===== config.mk =====
export PLATFORM = sky130hd
export DESIGN_NAME = sync_mode_monitor
export DESIGN_NICKNAME = d
export VERILOG_FILES = /design/src/rtl/sync_mon_pkg.sv /design/src/rtl/mon_tick_gen.sv /design/src/rtl/sync_mode_monitor.sv
export SDC_FILE = /design/constraint.sdc
export NUM_CORES = 1
export LEC_CHECK = 0
export ABC_AREA = 1
export ABC_CLOCK_PERIOD_IN_PS = 4100
export CORE_MARGIN = 4
export CORE_UTILIZATION = 59
export CTS_CLUSTER_DIAMETER = 30
export DETAILED_ROUTE_END_ITERATION = 10
export DONT_BUFFER_PORTS = 1
export GPL_ROUTABILITY_DRIVEN = 0
export HOLD_SLACK_MARGIN = 0.12
export PLACE_DENSITY = 0.73
export SLEW_MARGIN = 30
export SYNTH_ARGS = -nofsm -noshare
export SYNTH_HDL_FRONTEND = slang
export SYNTH_SLANG_ARGS = --single-unit

===== constraint.sdc =====
create_clock -name CLK_MEAS_i -period 4.1 [get_ports CLK_MEAS_i]
set_input_delay 0.615 -clock CLK_MEAS_i [delete_from_list [all_inputs] [get_ports CLK_MEAS_i]]
set_output_delay 0.615 -clock CLK_MEAS_i [all_outputs]
set_load 0.005 [all_outputs]

===== src/rtl/sync_mon_pkg.sv =====
// Shared types and widths for the sync mode monitor and its helpers.
package sync_mon_pkg;

  localparam int unsigned VT_W = 11;
  localparam int unsigned PF_W = 20;

  typedef enum logic [1:0] {
    NOSYNC  = 2'd0,
    ACQUIRE = 2'd1,
    STABLE  = 2'd2
  } mon_state_e;

  // One bit wider than the operands so the difference never wraps.
  function automatic logic [PF_W:0] pf_abs_diff(input logic [PF_W-1:0] a,
                                                input logic [PF_W-1:0] b);
    logic [PF_W:0] wa;
    logic [PF_W:0] wb;
    wa = {1'b0, a};
    wb = {1'b0, b};
    return (wa >= wb) ? (wa - wb) : (wb - wa);
  endfunction

endpackage


===== src/rtl/mon_tick_gen.sv =====
// Free-running divider producing a one-cycle tick every TICK_CYCLES clocks.
module mon_tick_gen #(
  parameter int unsigned TICK_CYCLES = 27000
) (
  input  logic CLK_i,
  input  logic reset_n,
  output logic tick_o
);

  localparam int unsigned CW = (TICK_CYCLES > 1) ? $clog2(TICK_CYCLES) : 1;

  logic [CW-1:0] tick_ctr;

  assign tick_o = (tick_ctr == CW'(TICK_CYCLES - 1));

  always_ff @(posedge CLK_i or negedge reset_n) begin
    if (!reset_n) begin
      tick_ctr <= '0;
    end else if (tick_o) begin
      tick_ctr <= '0;
    end else begin
      tick_ctr <= tick_ctr + 1'b1;
    end
  end

endmodule


===== src/rtl/sync_mode_monitor.sv =====
// Debounces frontend sync measurements into a stable mode record and raises
// a sticky interrupt whenever that mode is acquired, changes or is lost.
module sync_mode_monitor
  import sync_mon_pkg::*;
#(
  parameter int unsigned TICK_CYCLES    = 27000,
  parameter int unsigned STABLE_TICKS   = 8,
  parameter int unsigned UNSTABLE_TICKS = 3,
  parameter int unsigned PCNT_TOL       = 64
) (
  input  logic            CLK_MEAS_i,
  input  logic            reset_n,
  input  logic            sync_active_i,
  input  logic [VT_W-1:0] vtotal_i,
  input  logic [PF_W-1:0] pcnt_frame_i,
  input  logic            interlace_i,
  input  logic            irq_ack_i,
  output logic            mode_valid_o,
  output logic [VT_W-1:0] mode_vtotal_o,
  output logic [PF_W-1:0] mode_pcnt_frame_o,
  output logic            mode_interlace_o,
  output logic [1:0]      state_o,
  output logic            irq_o,
  output logic [7:0]      change_cnt_o
);

  localparam int unsigned DW = PF_W + 1;

  if (STABLE_TICKS == 0 || STABLE_TICKS > 15 ||
      UNSTABLE_TICKS == 0 || UNSTABLE_TICKS > 15) begin : g_bad_ticks
    $error("STABLE_TICKS and UNSTABLE_TICKS must be in 1..15");
  end

  logic tick;

  mon_tick_gen #(
    .TICK_CYCLES(TICK_CYCLES)
  ) u_tick_gen (
    .CLK_i   (CLK_MEAS_i),
    .reset_n (reset_n),
    .tick_o  (tick)
  );

  logic            sa_q, il_q, ack_q;
  logic [VT_W-1:0] vt_q;
  logic [PF_W-1:0] pf_q;

  always_ff @(posedge CLK_MEAS_i or negedge reset_n) begin
    if (!reset_n) begin
      sa_q  <= 1'b0;
      il_q  <= 1'b0;
      ack_q <= 1'b0;
      vt_q  <= '0;
      pf_q  <= '0;
    end else begin
      sa_q  <= sync_active_i;
      il_q  <= interlace_i;
      ack_q <= irq_ack_i;
      vt_q  <= vtotal_i;
      pf_q  <= pcnt_frame_i;
    end
  end

  mon_state_e      state_q, state_d;
  logic [3:0]      stable_q, stable_d, mis_q, mis_d;
  logic [VT_W-1:0] ref_vt_q, ref_vt_d, mvt_q, mvt_d;
  logic [PF_W-1:0] ref_pf_q, ref_pf_d, mpf_q, mpf_d;
  logic            ref_il_q, ref_il_d, mil_q, mil_d;
  logic            valid_q, valid_d, irq_q, irq_d;
  logic [7:0]      cnt_q, cnt_d;
  logic            evt, match;

  assign match = (vt_q == ref_vt_q) && (il_q == ref_il_q) &&
                 (pf_abs_diff(pf_q, ref_pf_q) <= DW'(PCNT_TOL));

  always_ff @(posedge CLK_MEAS_i or negedge reset_n) begin
    if (!reset_n) begin
      state_q  <= NOSYNC;
      stable_q <= '0;
      mis_q    <= '0;
      ref_vt_q <= '0;
      ref_pf_q <= '0;
      ref_il_q <= 1'b0;
      mvt_q    <= '0;
      mpf_q    <= '0;
      mil_q    <= 1'b0;
      valid_q  <= 1'b0;
      irq_q    <= 1'b0;
      cnt_q    <= '0;
    end else begin
      state_q  <= state_d;
      stable_q <= stable_d;
      mis_q    <= mis_d;
      ref_vt_q <= ref_vt_d;
      ref_pf_q <= ref_pf_d;
      ref_il_q <= ref_il_d;
      mvt_q    <= mvt_d;
      mpf_q    <= mpf_d;
      mil_q    <= mil_d;
      valid_q  <= valid_d;
      irq_q    <= irq_d;
      cnt_q    <= cnt_d;
    end
  end

  always_comb begin
    state_d  = state_q;
    stable_d = stable_q;
    mis_d    = mis_q;
    ref_vt_d = ref_vt_q;
    ref_pf_d = ref_pf_q;
    ref_il_d = ref_il_q;
    mvt_d    = mvt_q;
    mpf_d    = mpf_q;
    mil_d    = mil_q;
    valid_d  = valid_q;
    evt      = 1'b0;

    unique case (state_q)
      NOSYNC: begin
        if (sa_q) begin
          state_d  = ACQUIRE;
          ref_vt_d = vt_q;
          ref_pf_d = pf_q;
          ref_il_d = il_q;
          stable_d = '0;
        end
      end
      ACQUIRE: begin
        if (!sa_q) begin
          state_d  = NOSYNC;
          valid_d  = 1'b0;
          stable_d = '0;
          mis_d    = '0;
        end else if (tick) begin
          if (match) begin
            if (stable_q == 4'(STABLE_TICKS - 1)) begin
              state_d  = STABLE;
              mvt_d    = ref_vt_q;
              mpf_d    = ref_pf_q;
              mil_d    = ref_il_q;
              valid_d  = 1'b1;
              stable_d = '0;
              mis_d    = '0;
              evt      = 1'b1;
            end else begin
              stable_d = stable_q + 4'd1;
            end
          end else begin
            ref_vt_d = vt_q;
            ref_pf_d = pf_q;
            ref_il_d = il_q;
            stable_d = '0;
          end
        end
      end
      STABLE: begin
        if (!sa_q) begin
          state_d  = NOSYNC;
          valid_d  = 1'b0;
          stable_d = '0;
          mis_d    = '0;
          evt      = 1'b1;
        end else if (tick) begin
          if (match) begin
            mis_d = '0;
          end else if (mis_q == 4'(UNSTABLE_TICKS - 1)) begin
            state_d  = ACQUIRE;
            valid_d  = 1'b0;
            ref_vt_d = vt_q;
            ref_pf_d = pf_q;
            ref_il_d = il_q;
            stable_d = '0;
            mis_d    = '0;
            evt      = 1'b1;
          end else begin
            mis_d = mis_q + 4'd1;
          end
        end
      end
      default: begin
        state_d = NOSYNC;
      end
    endcase
  end

  // A new event wins over a coincident acknowledge.
  assign irq_d = evt | (irq_q & ~ack_q);
  assign cnt_d = (evt && cnt_q != 8'hFF) ? cnt_q + 8'd1 : cnt_q;

  assign mode_valid_o      = valid_q;
  assign mode_vtotal_o     = mvt_q;
  assign mode_pcnt_frame_o = mpf_q;
  assign mode_interlace_o  = mil_q;
  assign state_o           = state_q;
  assign irq_o             = irq_q;
  assign change_cnt_o      = cnt_q;

endmodule


-- After elaboration in Yosys (flattened, before gate mapping)
Cells that the tools add are included.
- register bits after elaboration: 133
- input port bits: 36
- word-level logic and storage cells: 139
- output and inout port bits: 44
- bitwise logic cells: 3
- add/subtract/negate cells: 6
- reductions and logical operators: 12
- mux-type cells: 76
- order comparisons: 2
- equality and inequality tests: 22
- operator list (cell ; count):
    20-bit 2-to-1 mux ; 8
    11-bit 2-to-1 mux ; 8
    4-bit 2-to-1 mux ; 17
    20-bit one-hot mux with 3 select lines ; 1
    20-bit by 20-bit subtractor with 21-bit output ; 2
    11-bit one-hot mux with 3 select lines ; 1
    1-bit 2-to-1 mux ; 24
    21-bit by 7-bit less-or-equal comparator with 1-bit output, second input constant ; 1
    21-bit 2-to-1 mux ; 1
    20-bit >= comparator ; 1
    2-bit 2-to-1 mux ; 9
    3-bit inequality test, second input constant ; 6
    2-bit inequality test, second input constant ; 8
    15-bit by 1-bit adder with 15-bit output, second input constant ; 1
    15-bit equality test, second input constant ; 1
    15-bit 2-to-1 mux ; 1
    7-bit AND reduction ; 2
    4-bit one-hot mux with 3 select lines ; 1
    11-bit equality test ; 1
    5-bit AND reduction ; 2
    9-bit AND reduction ; 1
    4-bit by 1-bit adder with 4-bit output, second input constant ; 2
    8-bit by 1-bit adder with 8-bit output, second input constant ; 1
    8-bit inequality test, second input constant ; 1
    17 further kinds ; 20

-- Logic depth before layout (Yosys ltp)
Gate-level depths: netlist (run 1).
- word-level depth: 9
- depth in mapped cells: 26

-- Hierarchy
A second synthesis (run 1) with hierarchy kept.
- cell total of the unflattened synthesis: 1264
- area total of the unflattened synthesis: 8742.1 um2
- by module, submodules not included (module ; area an instance (um2) ; times used ; cells an instance):
    sync_mode_monitor ; 7861.3 ; 1 ; 1145
    mon_tick_gen ; 880.8 ; 1 ; 119

-- Worst setup path after synthesis (run 1)
OpenSTA, ideal clock, no wires.
- path type: reg2reg
- start: register pf_q[8]
- end: register ref_pf_q[15]
- cell stages (with the launch flop): 20
- library setup time: 0.121 ns
- period minus slack after synthesis: 3.062 ns
- buffers on the path: 3
- setup slack: 1.038 ns
- arrival time: 2.941 ns
- cells stage by stage: dfrtp_1 inv_1 ha_1 buf_4 nand2_2 inv_1 nand2_1 nand2_1 a21oi_4 nand2_4 a21oi_2 buf_4 nand2_1 nand2_2 inv_2 nor3_4 nand2_2 o211ai_4 buf_6 o21ai_1
- word-level cells in the longest chain between the ends: 6
- RTL lines (item ; RTL line ; source):
    from (decl) ; sync_mode_monitor.sv:46 ; logic [PF_W-1:0] pf_q;
    from (signal assigned) ; sync_mode_monitor.sv:60 ; pf_q <= pcnt_frame_i;
    20-bit by 20-bit subtractor with 21-bit output or 20-bit >= comparator (tied branches) ; sync_mon_pkg.sv:20 ; return (wa >= wb) ? (wa - wb) : (wb - wa);
    21-bit 2-to-1 mux (*) ; sync_mon_pkg.sv:20 ;
    21-bit by 7-bit less-or-equal comparator with 1-bit output (*) ; sync_mode_monitor.sv:74 ; (pf_abs_diff(pf_q, ref_pf_q) <= DW'(PCNT_TOL));
    1-bit logical AND (*) ; sync_mode_monitor.sv:73 ; assign match = (vt_q == ref_vt_q) && (il_q == ref_il_q) &&
    2-bit inequality test (no line) ; -- ;
    9-bit AND reduction (no line) (*) ; -- ;
    to (signal assigned) ; sync_mode_monitor.sv:95 ; ref_pf_q <= ref_pf_d;
    to (decl) ; sync_mode_monitor.sv:67 ; logic [PF_W-1:0] ref_pf_q, ref_pf_d, mpf_q, mpf_d;
Mark *: on every way between the ends. The rest lies on a longest branch, timed or not.
A chain may end at the register's enable or synchronous reset.

-- Worst setup path in the final report (run 1)
- start: register pf_q[10]
- end: register ref_vt_q[8]
- word-level cells in the longest chain between the ends: 6
- RTL lines (item ; RTL line ; source):
    20-bit by 20-bit subtractor with 21-bit output or 20-bit >= comparator (tied branches) ; sync_mon_pkg.sv:20 ;
    21-bit 2-to-1 mux (*) ; sync_mon_pkg.sv:20 ;
    21-bit by 7-bit less-or-equal comparator with 1-bit output (*) ; sync_mode_monitor.sv:74 ;
    1-bit logical AND (*) ; sync_mode_monitor.sv:73 ;
    2-bit inequality test (no line) ; -- ;
    9-bit AND reduction (no line) (*) ; -- ;
    to (signal assigned) ; sync_mode_monitor.sv:94 ; ref_vt_q <= ref_vt_d;
    to (decl) ; sync_mode_monitor.sv:66 ; logic [VT_W-1:0] ref_vt_q, ref_vt_d, mvt_q, mvt_d;
Marked as above.

==> flow_summary.toml, run 1 <==
[floorplanning]
ios = 80
start_util_pct = 60.1
fp.dieH_um = 129
rows = 44
die_w_um = 129
core_um2 = 14500
die_area_um2 = 16800

[clocking]
cts_resized = 0
insertion_delay_ns = 0.43
numCtsBuffers = 17
cts_tree = "yes"
hold_buffers = 1
post-cts-setup-buffer-count = 0
cts_buffer_depth = 2
root_buffer = "clkbuf_16"
clock_sinks = 133
clk_pin_slew_ns = 0.06
htreeDepth = 4

[timing]
slew-limit-headroom_pct = 52.6
hold_slack_ns = 0.0942
min_period_over_period_pct = 89.4
clock.fmax_mhz = 273
setup_violations = 0
hold_viol = 0
finalSetupTns_ns = 0
maxSlewViolCount = 0
fin_skew_ns = 0.0169
setup_slack_ns = 0.436
tightestPinTransition_ns = 0.711
rsz0062_at_grt = "false"
period_minus_slack_ns = 3.66

[finish]
fillerInstances = 1265
antenna_cells = 0
nets = 1288
areaGrowthSynthToFinish_pct = 8.51
utilization_pct = 65.3
layout-drive-gt1-share_pct = 8.14

[global_routing]
grt_max_degree = 134
grt_pass1_vias = 7339
track_usage_pct = 25.9
grt_pass1_wl_um = 34400
overflow = 0
antenna_found_initial = 0

[synthesis]
synth-edff-count = 0
synthMuxAreaShare_pct = 0.776
seq_area_frac_synth_pct = 38.2
synth_xor_area_share_pct = 2.82
async_flop_share_pct = 100
ys_ff_latch = 133
syn_nets = 1284
synth_area_um2 = 8710
yosys.cell_types.count = 45
synthFlopType = "dfrtp_1"
synth_simple_gate_area_share_pct = 30.2
synth_compound_area_share_pct = 10.5
synthCells = 1199
synth_top_family_by_area = "simple AND/OR/NAND/NOR gates"
syn_area_per_cell_um2 = 7.26
yosysWarnings = 0
yosys.area_share.adder_pct = 7.04

[power]
ir_drop_mv = 0.383
p_per_area_nw_per_um2 = 723
p_leak_nw = 5.08
total_power_w = 0.00683

[routing]
wl_per_cell_um = 14.5
vias_per_cell = 5.36
drt_iter0_markers = 427
first_pass_iters = 8
drt-total-wl_um = 20300
route.detailed.drc = 0
via_count = 7505
ant_nets = 0

[setup_path]
crit_path_start = "pf_q[10]"
worstSetupPathType = "reg2reg"
reg2reg_from = "pf_q[10]"
timing.rr.end = "ref_vt_q[8]"
crit_arrival_ns = 4.02
cp_common_cell = "nand2_1"
slowest_stage = "ha_1"
regToRegSetupSlack_ns = 0.44
cp-start-kind = "register"
critPathRequiredTime_ns = 4.46
critPathMaxFanout = 64
reg2regPathDepth = 22
cp_slowest_stage_delay_ns = 0.44
endpoint = "ref_vt_q[8]"
end_kind = "register"
cp_cell_sequence = "inv_1 > ha_1 > nand2_1 > nor2_1 > nand2_1 > inv_1 > nand4_1 > nand2_1 > a21oi_2 > buf_4 > nand2_1 > nand2_1 > nor2_1 > nand3_1 > nor2_1 > nand2_1 > nand2_2 > nand2_2 > o211ai_4 > buf_12 > nand2_1 > o21ai_2"

[placement]
dp_hpwl_um = 15100
io_buffers = 0
post-place-ws_ns = 0.487

[job]
cap_violations = 0

[min_path]
hp-class = "in2async"

[status]
outcome = "finished clean"
-- cell usage after synthesis, types with 2 or more instances --
cell	n	area share, %
nand2_1	377	16
inv_1	198	8.5
dfrtp_1	133	38
nor2_1	81	3.5
nand3_1	74	4.3
o21ai_0	64	3.7
ha_1	49	7.0
a21oi_1	43	2.5
nand4_1	30	2.2
o21ai_2	27	2.7
xor2_1	23	2.3
nor3_1	17	0.98
buf_6	9	1.2
nand2_2	7	0.50
clkbuf_1	6	0.26
mux2_2	6	0.78
buf_2	5	0.29
nand3b_1	5	0.43
xnor2_1	5	0.50
o21ai_1	4	0.23
nand2_4	3	0.39
nand3_2	3	0.34
o211ai_1	3	0.26
o21bai_1	3	0.26
buf_4	2	0.17
nor2_2	2	0.14
or2_2	2	0.14
-- routing by layer --
metal / vias up / GRT usage (%) / wire [µm]
met5: - / 0 / 0
met4: 0 / 10.2 / 598
met3: 56 / 8.33 / 1520
met2: 218 / 41.6 / 9360
met1: 3441 / 32.6 / 8860
li1: 3790 / - / -
-- registers in the layout, summed over array words and instances, names as in the netlist, 2 cells and up --
signal               count
change_cnt_o             8
mis_q                    4
mode_pcnt_frame_o       20
mode_vtotal_o           11
pf_q                    20
ref_pf_q                20
ref_vt_q                11
stable_q                 4
state_o                  2
u_tick_gen.tick_ctr     15
vt_q                    11
-- through the flow --
stage,instance area [µm²],std cells
detailed placement,8840,1367
global route,9450,1400
CTS,9450,1400
global placement,8840,1367
floorplan,8710,1199
finish,9450,1400
-- cell usage in the layout, fill, tap and decap left out, drive strengths merged, types with 6 or more instances in the layout --
cell type	count
xor2	23
nand3	77
inv	206
nand2	387
ha	49
nor2	84
nor3	18
a21oi	45
clkbuf	18
nand4	31
o21ai	95
mux2	6
dfrtp	133
buf	7
-- cell type report --
cell class | instances | area, µm² | share of cell area, %
multi-input combinational | 845 | 4470 | 47.3
tap | 184 | 230 | 2.44
sequential | 133 | 3330 | 35.2
inverter | 199 | 747 | 7.91
timing repair buffer | 7 | 97.6 | 1.03
clock buffer | 18 | 439 | 4.65
clock inverter | 14 | 138 | 1.46
-- kinds of logic after synthesis --
logic type                 Yosys count
and+or+nand+nor                    611
buffers and inverters              221
AOI/OAI and AO/OA                  151
DFF                                133
adders and majority gates           49
xor gates and xnor gates            28
muxes                                6
-- how the worst min path moves through the flow --
| stage | start | to | slack [ns] | cells past startpoint |
|---|---|---|---|---|
| after floorplan | reset_n | ack_q | 0.32 | 0 |
| after global placement | reset_n | pf_q[3] | 0.32 | 0 |
| after detailed placement | reset_n | mode_pcnt_frame_o[3] | 0.32 | 0 |
| after CTS | reset_n | u_tick_gen.tick_ctr[4] | 0.17 | 1 |
| after global routing | pcnt_frame_i[6] | pf_q[6] | 0.19 | 0 |
| final | reset_n | pf_q[3] | 0.09 | 1 |
-- worst max-delay path: cells and delay by family, from the launching register on --
family	cells	cell delay (ns)
simple gates	14	1.69
fa+ha+maj	1	0.44
compound gates	3	0.37
flops	1	0.35
buf+inv	4	0.67
-- where the power goes --
part / switching, W / total (W) / internal [W]
combinational: 0.00247 / 0.00363 / 0.00116
sequential: 0.000188 / 0.00171 / 0.00152
clock: 0.000630 / 0.00149 / 0.000864
(Power assumes the default switching activity.)
==> run 2: changes to the inputs <==
==> constraint.sdc (replaced) <==
create_clock -name CLK_MEAS_i -period 4.1 [get_ports CLK_MEAS_i]
set_input_delay 0.41 -clock CLK_MEAS_i [delete_from_list [all_inputs] [get_ports CLK_MEAS_i]]
set_output_delay 0.41 -clock CLK_MEAS_i [all_outputs]
set_load 0.005 [all_outputs]
==> run 2 against run 1 <==
  * Final cell count increased by 2.5%
  * Wire length increased by 3.4%
  * Sequential share of layout area decreased by 1.3 points
  * Combinational power about the same
  * First-iteration DRC count increased by 14%
  * Largest cell class unchanged
  * Largest power group unchanged
==> flow_summary.toml, run 2 (synthesized netlist as in run 1, its figures left out) <==
[status]
outcome = "finished clean"

[floorplanning]
start_util_pct = 60.1
core_um2 = 14500
ios = 80
fp.dieH_um = 129
die_w_um = 129
rows = 44
die_area_um2 = 16800

[global_routing]
overflow = 0
grt_max_degree = 134
antenna_found_initial = 0
track_usage_pct = 26.8
grt_pass1_vias = 7637
grt_pass1_wl_um = 35700

[routing]
drt_iter0_markers = 486
vias_per_cell = 5.34
ant_nets = 0
route.detailed.drc = 0
drt-total-wl_um = 21000
via_count = 7670
first_pass_iters = 5
wl_per_cell_um = 14.7

[timing]
maxSlewViolCount = 0
hold_viol = 0
tightestPinTransition_ns = 0.717
min_period_over_period_pct = 89.4
period_minus_slack_ns = 3.67
hold_slack_ns = 0.427
fin_skew_ns = 0.0161
rsz0062_at_grt = "false"
finalSetupTns_ns = 0
slew-limit-headroom_pct = 52.2
clock.fmax_mhz = 273
setup_violations = 0

[setup_path]
cp_num_buf_inv = 4
end_kind = "register"
worst_path_dominant_cell_family = "simple AND/OR/NAND/NOR gates"
cp_cell_sequence = "inv_1 > ha_1 > nand2_1 > nor2_1 > nand2_1 > inv_1 > nand4_1 > nand2_1 > a21oi_2 > buf_4 > nand2_1 > nand2_1 > nor2_1 > nand2_1 > nor2_1 > nand3_1 > nand2_2 > nand2_2 > o211ai_4 > buf_12 > nand2_1 > o21ai_2"
critPathMaxFanout = 64
crit_arrival_ns = 4.02
worstSetupPathType = "reg2reg"
cp_slowest_stage_delay_ns = 0.44
cp_common_cell = "nand2_1"
cp-start-kind = "register"
slowest_stage = "ha_1"
critPathRequiredTime_ns = 4.46

[clocking]
clock_sinks = 133
post-cts-setup-buffer-count = 0
cts_buffer_depth = 2
insertion_delay_ns = 0.43
htreeDepth = 4
root_buffer = "clkbuf_16"
cts_tree = "yes"
clk_pin_slew_ns = 0.06
numCtsBuffers = 17

[power]
total_power_w = 0.00687
p_per_area_nw_per_um2 = 701
ir_drop_mv = 0.387
p_leak_nw = 5.22

[placement]
dp_hpwl_um = 15100
place_area_um2 = 8840
io_buffers = 0

[finish]
antenna_cells = 0
final_area_um2 = 9800
nets = 1323
layout-drive-gt1-share_pct = 7.91
areaGrowthSynthToFinish_pct = 12.5
final_cell_mix = "nand2_1 (377), inv_1 (198), dfrtp_1 (133)"
mostFrequentLayoutCell = "nand2_1"

[job]
cap_violations = 0

[min_path]
hp-class = "reg2reg"
==> run 2: where the power goes <==
group / internal, W / leakage (nW) / switching (W)
registers: 0.00152 / 1.70 / 0.000189
clock network: 0.000864 / 0.273 / 0.000635
logic: 0.00118 / 3.25 / 0.00248
total: 0.00357 / 5.22 / 0.00330
==> run 2: repair_timing <==
item                                    CTS  global route
resized for setup                         0             0
endpoints found under the setup margin    0             0
hold buffers                             36             0
endpoints found under the hold margin   167             0
==> run 2: per-stage QoR <==
stage	instances	setup slack [ns]	util, %
final	1435	0.433	67.7
after floorplan	1199	1.04	-
after detailed placement	1367	0.487	61.1
after global routing	1435	0.00682	67.7
after global placement	1367	0.573	61.1
after CTS	1435	0.439	67.7
==> run 2: path summary, 6_finish.rpt <==
path	start	endpoint	slack (ns)	cells after the start
worst min register to register	ack_q	irq_o	0.43	1
min in group asynchronous	reset_n	pf_q[3]	0.56	2
worst max register to register	pf_q[10]	ref_vt_q[8]	0.43	22
worst max-delay path	pf_q[10]	ref_vt_q[8]	0.43	22
worst min-delay path	ack_q	irq_o	0.43	1
max in group asynchronous	reset_n	u_tick_gen.tick_ctr[0]	2.94	2
==> run 2: per-layer routing <==
layer  routed length [µm]  up-vias  share of wire [%]  global-route usage (%)
met5                    0        -                  0                       0
met3                 1450       54                6.9                    7.13
li1                     -     3859                  -                       -
met4                  580        0                2.8                    10.7
met1                 9060     3529                 43                    33.6
met2                 9940      228                 47                    44.3
==> run 2: area by class of cell <==
class                           count  area, µm²
Tap cell                          184        230
Inverter                          199        747
Multi-Input combinational cell    845       4470
Clock inverter                     14        138
Clock buffer                       18        439
Sequential cell                   133       3330
Timing Repair Buffer               42        448
Fill cell                        1229       4680
